$ cat src/rtl/mem_pkg.sv
// Shared definitions for the MEM-stage access unit: size codes, FSM states,
// latched operand payload and the size/alignment helpers.
package mem_pkg;

  localparam int unsigned DATA_W = 32;
  localparam int unsigned BYTE_W = 8;
  localparam int unsigned RD_W   = 4;
  localparam int unsigned CNT_W  = 3;

  typedef enum logic [1:0] {
    SZ_BYTE = 2'b00,
    SZ_HALF = 2'b01,
    SZ_WORD = 2'b10,
    SZ_RSVD = 2'b11
  } size_e;

  typedef enum logic [1:0] {
    ST_IDLE   = 2'b00,
    ST_ACCESS = 2'b01,
    ST_DONE   = 2'b10
  } state_e;

  // Operands captured from EXE/MEM when a memory instruction is accepted
  typedef struct packed {
    logic              load;
    logic              sgn;
    size_e             size;
    logic [DATA_W-1:0] alu;
    logic [RD_W-1:0]   rd;
    logic              rf_en;
    logic              fault;
  } mem_op_t;

  // Number of bytes moved for a size code (0 for the reserved code)
  function automatic logic [CNT_W-1:0] byte_count(input size_e size);
    logic [CNT_W-1:0] n;
    case (size)
      SZ_BYTE: n = CNT_W'(1);
      SZ_HALF: n = CNT_W'(2);
      SZ_WORD: n = CNT_W'(4);
      default: n = '0;
    endcase
    return n;
  endfunction

  // Natural alignment check; the reserved size is never legal
  function automatic logic is_aligned(input size_e size, input logic [1:0] addr_lo);
    logic ok;
    case (size)
      SZ_BYTE: ok = 1'b1;
      SZ_HALF: ok = ~addr_lo[0];
      SZ_WORD: ok = (addr_lo == 2'b00);
      default: ok = 1'b0;
    endcase
    return ok;
  endfunction

  // Left-justify right-justified store data so the first (most significant) byte sits on top
  function automatic logic [DATA_W-1:0] store_msb_first(input size_e size,
                                                        input logic [DATA_W-1:0] data);
    logic [DATA_W-1:0] r;
    case (size)
      SZ_BYTE: r = {data[BYTE_W-1:0], {(DATA_W-BYTE_W){1'b0}}};
      SZ_HALF: r = {data[2*BYTE_W-1:0], {(DATA_W-2*BYTE_W){1'b0}}};
      default: r = data;
    endcase
    return r;
  endfunction

endpackage

$ cat src/rtl/mem_load_extend.sv
// Turns the big-endian load accumulator into a 32-bit register value,
// sign- or zero-extending byte and halfword loads.
module mem_load_extend
  import mem_pkg::*;
(
  input  logic [DATA_W-1:0] acc,
  input  size_e             size,
  input  logic              is_signed,
  output logic [DATA_W-1:0] data_c
);

  // Select the loaded width and extend it
  always_comb begin
    data_c = acc;
    case (size)
      SZ_BYTE: data_c = {{(DATA_W-BYTE_W){is_signed & acc[BYTE_W-1]}}, acc[BYTE_W-1:0]};
      SZ_HALF: data_c = {{(DATA_W-2*BYTE_W){is_signed & acc[2*BYTE_W-1]}}, acc[2*BYTE_W-1:0]};
      default: data_c = acc;
    endcase
  end

endmodule

$ cat src/rtl/mem_stage_access_unit.sv
// MEM-stage access unit: consumes the EXE/MEM register, performs loads and
// stores one byte per handshake (big-endian) on a byte-wide RAM, stalls the
// pipeline while busy and presents a registered MEM/WB payload.
module mem_stage_access_unit
  import mem_pkg::*;
#(
  parameter int unsigned ADDR_W      = 8,
  parameter int unsigned ACK_TIMEOUT = 15
) (
  input  logic              clk,
  input  logic              reset,
  input  logic              mem_en,
  input  logic              load_inst,
  input  logic              mem_signed,
  input  logic [1:0]        data_size,
  input  logic [DATA_W-1:0] alu_out,
  input  logic [DATA_W-1:0] store_data,
  input  logic [RD_W-1:0]   rd_in,
  input  logic              rf_en_in,
  output logic              stall,
  output logic              wb_valid,
  output logic [DATA_W-1:0] wb_data,
  output logic [RD_W-1:0]   wb_rd,
  output logic              wb_rf_en,
  output logic              fault,
  output logic              ram_req,
  output logic              ram_we,
  output logic [ADDR_W-1:0] ram_addr,
  output logic [BYTE_W-1:0] ram_wdata,
  input  logic [BYTE_W-1:0] ram_rdata,
  input  logic              ram_ack
);

  localparam int unsigned WAIT_W = (ACK_TIMEOUT > 1) ? $clog2(ACK_TIMEOUT) : 1;
  localparam logic [WAIT_W-1:0] WAIT_LAST = WAIT_W'(ACK_TIMEOUT - 1);

  state_e            state;
  mem_op_t           op;
  logic [DATA_W-1:0] acc;
  logic [DATA_W-1:0] st_shift;
  logic [CNT_W-1:0]  remaining;
  logic [WAIT_W-1:0] wait_cnt;

  size_e             req_size;
  logic              req_ok;
  logic [DATA_W-1:0] st_first;
  logic [DATA_W-1:0] load_val_c;

  assign req_size = size_e'(data_size);
  assign req_ok   = is_aligned(req_size, alu_out[1:0]);
  assign st_first = store_msb_first(req_size, store_data);

  // Hold the front of the pipeline while a memory instruction is being accepted or is in flight
  assign stall = ~reset & (((state == ST_IDLE) & mem_en) | (state == ST_ACCESS));

  mem_load_extend u_load_extend (
    .acc       (acc),
    .size      (op.size),
    .is_signed (op.sgn),
    .data_c    (load_val_c)
  );

  // Access FSM, byte sequencing, ack timeout and MEM/WB output registers
  always_ff @(posedge clk) begin
    if (reset) begin
      state     <= ST_IDLE;
      op        <= '0;
      acc       <= '0;
      st_shift  <= '0;
      remaining <= '0;
      wait_cnt  <= '0;
      ram_req   <= 1'b0;
      ram_we    <= 1'b0;
      ram_addr  <= '0;
      ram_wdata <= '0;
      wb_valid  <= 1'b0;
      wb_data   <= '0;
      wb_rd     <= '0;
      wb_rf_en  <= 1'b0;
      fault     <= 1'b0;
    end else begin
      wb_valid <= 1'b0;
      fault    <= 1'b0;
      case (state)
        ST_IDLE: begin
          if (!mem_en) begin
            wb_valid <= 1'b1;
            wb_data  <= alu_out;
            wb_rd    <= rd_in;
            wb_rf_en <= rf_en_in;
          end else begin
            op <= '{load:  load_inst,
                    sgn:   mem_signed,
                    size:  req_size,
                    alu:   alu_out,
                    rd:    rd_in,
                    rf_en: rf_en_in,
                    fault: ~req_ok};
            acc      <= '0;
            wait_cnt <= '0;
            if (req_ok) begin
              state     <= ST_ACCESS;
              ram_req   <= 1'b1;
              ram_we    <= ~load_inst;
              ram_addr  <= ADDR_W'(alu_out);
              ram_wdata <= st_first[DATA_W-1 -: BYTE_W];
              st_shift  <= st_first << BYTE_W;
              remaining <= byte_count(req_size);
            end else begin
              state <= ST_DONE;
            end
          end
        end

        ST_ACCESS: begin
          if (ram_ack) begin
            acc      <= {acc[DATA_W-BYTE_W-1:0], ram_rdata};
            wait_cnt <= '0;
            if (remaining == CNT_W'(1)) begin
              ram_req <= 1'b0;
              ram_we  <= 1'b0;
              state   <= ST_DONE;
            end else begin
              remaining <= remaining - CNT_W'(1);
              ram_addr  <= ram_addr + ADDR_W'(1);
              ram_wdata <= st_shift[DATA_W-1 -: BYTE_W];
              st_shift  <= st_shift << BYTE_W;
            end
          end else if (wait_cnt == WAIT_LAST) begin
            ram_req  <= 1'b0;
            ram_we   <= 1'b0;
            op.fault <= 1'b1;
            state    <= ST_DONE;
          end else begin
            wait_cnt <= wait_cnt + WAIT_W'(1);
          end
        end

        ST_DONE: begin
          wb_valid <= 1'b1;
          wb_data  <= (op.load & ~op.fault) ? load_val_c : op.alu;
          wb_rd    <= op.rd;
          wb_rf_en <= op.rf_en & ~op.fault;
          fault    <= op.fault;
          state    <= ST_IDLE;
        end

        default: state <= ST_IDLE;
      endcase
    end
  end

endmodule

$ cat config.mk
export PLATFORM = sky130hd
export DESIGN_NAME = mem_stage_access_unit
export DESIGN_NICKNAME = d
export VERILOG_FILES = /design/src/rtl/mem_pkg.sv /design/src/rtl/mem_load_extend.sv /design/src/rtl/mem_stage_access_unit.sv
export SDC_FILE = /design/constraint.sdc
export NUM_CORES = 1
export LEC_CHECK = 0
export CORE_UTILIZATION = 45
export DETAILED_ROUTE_END_ITERATION = 7
export MAX_ROUTING_LAYER = met4
export PLACE_DENSITY = 0.7
export SLEW_MARGIN = 20
export SYNTH_ARGS = -nofsm -noshare
export SYNTH_HDL_FRONTEND = slang
export SYNTH_HIERARCHICAL = 1
export SYNTH_SLANG_ARGS = --single-unit
$ cat constraint.sdc
create_clock -name clk -period 2.1 [get_ports clk]
set_input_delay 0.42 -clock clk [delete_from_list [all_inputs] [get_ports clk]]
set_output_delay 0.42 -clock clk [all_outputs]
set_load 0.01 [all_outputs]
==> out/metrics.sh <==
PATH_CLK_SLEW_NS=0.06
DRT-INITIAL-DRC-COUNT=586
SEQUENTIAL_SHARE_OF_POWER_PCT=43.1
MAX_SLEW_MARGIN_PCT=57.2
GRT_OVERFLOW_TOTAL=0
NUMBER_OF_BUFFERS_INSERTED_BY_PORT_BUFFERING=142
CELLPOWERDENSITY_nW_PER_UM2=803
CRITPATHCAPTURETYPE='output port'
CRITICAL_PATH.CELL_CHAIN='clkdlybuf4s50_1, or3b_4, a21oi_2, buf_2'
MIN_PATH_TYPE='reg -> reg'
NETLIST_TOP_CELLS_AREA='sky130_fd_sc_hd__dfxtp_1 (43%), sky130_fd_sc_hd__nand2_1 (9.9%), sky130_fd_sc_hd__a21oi_1 (7.3%)'
MAX_CAP_VIOL_COUNT=0
R2R_SLACK_NS=0.33
PATH_DELAY_FAMILY='buffers and inverters'
FIN_CRIT_SH_PCT=92.8
PIN_COUNT_OF_THE_BIGGEST_NET_ENTERING_GLOBAL_ROUTING=62
YOSYSSEQAREASHARE_PCT=43.1
SLOWEST_STAGE='sky130_fd_sc_hd__clkdlybuf4s50_1'
FILLER_CELL_COUNT=1545
DIE-WIDTH_UM=132
ROUTE.ANTENNA.REMAINING_NETS=0
CTS.PATH.MAX_BUFFERS=2
TRITONCTS='done'
INITIAL_ANTENNA_VIOLATION_COUNT=0
TIMING_MAX_TRANSITION_VIOLATIONS_FINAL=0
CRITICAL_PATH_ARRIVAL_NS=1.53
P_TOTAL_mW=7.96
WORSTREG2REGEND='st_shift[22]$_SDFFE_PP0P_'
TIMING.CRITICAL_PATH.REQUIRED_NS=1.68
AVGVIACOUNTPERCELL=5.58
SETUP_REPAIR_AFTER_GLOBAL_ROUTING_MISSED_ITS_MARGIN='false'
AREA_DELTA_SYNTH_FINAL_PCT=30.1
CELLLEAKAGEPOWER_nW=3.62
POST-ROUTE-DRC-COUNT=0
HOLD_END='op[27]$_SDFFE_PP0P_'
YS_SEQ_ELEMENTS=164
COMBPWRFRAC_PCT=18.0
WL_PER_CELL_UM=16.1
CP.BUFFERS_INVERTERS=2
CTS_MADE_BUFFERS=17
POSTCTSSETUPBUFFERS=0
SETUP-TNS-FINAL_NS=0
POSTLAYOUTCELLAREA_UM2=9920
INTPOWER_mW=5.82
FINAL.HOLD.WORST_SLACK_NS=0.453
MOST_AREA_HUNGRY_CELL_TYPE_IN_THE_YOSYS_NETLIST='sky130_fd_sc_hd__dfxtp_1'
GRT_FIRST_PASS_WIRELENGTH_UM=34400
DR.PASS1.ITERS=5
OUTCOME='completed'
ACHIEVABLE-FREQUENCY_GHz=0.513
FINALWIRELENGTH_UM=20600
REGTOREGSTARTPOINT='state[1]$_SDFFE_PP0P_'
POSTPLACECELLAREA_UM2=9330
CLOCK_SINKS=164
P_CLK_SHARE_PCT=38.9
NUM_ROWS=47
POST_SYNTH_NUM_CELL_TYPES=58
SYNTHARSTFLOPSHARE_PCT=0
IR_WORST_VDD_V=0.000599
TIMING.CRITICAL_PATH.FROM_TYPE='input port'
SYNTH.TOP_CELL.AREA_SHARE_PCT=43.1
FIN_WORST_SKEW_NS=0.00640
ANTENNADIODECOUNT=0
DPL.HPWL_UM=13900
YS_DOMINANT_REG_CELL='sky130_fd_sc_hd__dfxtp_1'
DRIVE_ABOVE_1_SHARE_PCT=9.12
OVERALL_VIA_COUNT_FROM_DETAIL_ROUTE=7165
FIRST_GLOBAL_VIAS=6769
REPORT.FINAL.HOLD_VIOL_COUNT=0
FINAL_PERIOD_MINUS_WORST_SETUP_SLACK_NS=1.95
R2R_DEPTH=6
SYNTHMOSTINSTANTIATEDCELL='sky130_fd_sc_hd__nand2_1'
HP-START='op[27]$_SDFFE_PP0P_'
FP.DIEAREA_UM2=17500
TIMING.CRITICAL_PATH.SLOWEST_CELL_DELAY_NS=0.47
GRT_UTIL_ALL_LAYERS_PCT=25.1
SYNTH.CELL_AREA_UM2=7620
WORST-SLEW-PIN-TRANSITION_NS=0.641
SYN_INST=944
FINAL_CORE_AREA_UTILIZATION_PCT=59.8
FRACTION_OF_POWER_SPENT_SWITCHING_NETS_PCT=27.0
ROOT_BUFFER='sky130_fd_sc_hd__clkbuf_16'
GLOBALPLACE.CONGESTION=0.806
H_TREE_LEVELS=4
CLK_LATENCY_NS=0.43
SWITCHING_POWER_TOTAL_mW=2.15
SYNTH-WARNING-COUNT=6
POSTSYNTHNETCOUNT=1034
SYNTH_COMMONEST_CELLS='sky130_fd_sc_hd__nand2_1 (201), sky130_fd_sc_hd__dfxtp_1 (164), sky130_fd_sc_hd__a21oi_1 (111)'
NUMBER_OF_SYNTHESIZED_FLOPS_WITH_AN_ENABLE_PIN=0
DIE_Y_UM=132
CRITPATHKIND='in -> out'
HOLD-PATH-CELL-COUNT=2
DESIGN.CORE.AREA_UM2=16600
SETUP_VIOL_COUNT_FINAL=0
SYNTH_AREA_PER_CELL_UM2=8.08
PATH_MAX_FANOUT=2
INITIAL_UTILIZATION_PCT=46.0
FLOORPLAN.IO_PINS=143
FINALNETCOUNT=1142
-- power by group through the flow --
stage               Sequential, mW  Clock [mW]  Combinational, mW
floorplan                     3.52           0              0.740
detailed placement            3.50           0               1.43
global placement              3.49           0               1.42
finish                        3.43        3.10               1.43
global route                  3.45        3.27               1.57
CTS                           3.43        3.14               1.44
-- layout make-up --
| cell class | instances | area (um2) | share of cell area (%) |
|---|---|---|---|
| Clock buffer | 21 | 460 | 4.64 |
| Clock inverter | 10 | 125 | 1.26 |
| Inverter | 8 | 30.0 | 0.303 |
| Multi-Input combinational cell | 673 | 3880 | 39.2 |
| Sequential cell | 164 | 3280 | 33.1 |
| Tap cell | 220 | 275 | 2.78 |
| Timing Repair Buffer | 188 | 1860 | 18.7 |
-- how the worst max path moves through the flow --
stage                          start                        end  slack, ns  depth (start not counted)
2_1_floorplan  state[1]$_SDFFE_PP0P_                      stall       0.13                          5
3_5_place_dp                  mem_en                      stall      -0.35                          4
3_3_place_gp                  mem_en                      stall      -0.37                          4
4_1_cts                       mem_en                      stall       0.05                          4
6_report                      mem_en                      stall       0.15                          4
5_1_grt                       mem_en  st_shift[22]$_SDFFE_PP0P_       0.06                          7
-- worst min-delay path: stages, from the launching register on --
cell	delay, ns
sky130_fd_sc_hd__dfxtp_1	0.31
sky130_fd_sc_hd__nand2_1	0.05
sky130_fd_sc_hd__a21oi_1	0.05
-- placed cells by master (no fill, tap or decap), drive strengths merged, types with 4 or more instances in the layout --
cell	count
mux2i	46
o221ai	9
o31ai	8
nand3	61
clkbuf	21
o22ai	5
nor3	16
a311oi	10
nand2b	7
a21oi	112
nor2	14
dfxtp	164
a22o	32
a211oi	5
clkdlybuf4s50	140
inv	10
a221o	8
buf	48
o211ai	11
nand2	202
clkinvlp	4
nand4	8
o21ai	75
nor2b	5
ha	5
-- per-layer routing --
metal,track usage [%],wire length [um]
met5,-,0
met2,38.7,9610
met4,8.40,303
met3,4.38,923
met1,33.2,9810
-- flip-flops by register name, summed over array words and instances (netlist names), 2 cells and up --
signal	flops
ram_wdata	8
wait_cnt	4
op	42
wb_data	32
st_shift	24
state	2
remaining	3
acc	32
ram_addr	8
wb_rd	4
-- what timing repair did --
action                     in CTS  in global routing
hold buffers                    0                  0
pin swaps                       0                  0
resized for setup               4                  2
setup endpoints to repair       1                  1
-- metrics by stage --
step           instances  setup slack, ns
3_3_place_gp        1253           -0.367
6_report            1284            0.151
5_1_grt             1284           0.0599
4_1_cts             1284           0.0505
2_1_floorplan        944            0.131
3_5_place_dp        1253           -0.350
-- cells by family (layout without fill, tap and decap cells) --
group / after synthesis / after routing / synth area share (%)
XOR/XNOR: 2 / 2 / 0.230
AO/OA/AOI/OAI: 291 / 291 / 24.0
buffers and inverters: 107 / 227 / 6.48
flip-flops: 164 / 164 / 43.1
AND/OR/NAND/NOR: 329 / 329 / 19.2
adder cells (fa/ha/maj): 5 / 5 / 0.821
multiplexers: 46 / 46 / 6.20
(Power assumes the default switching activity.)
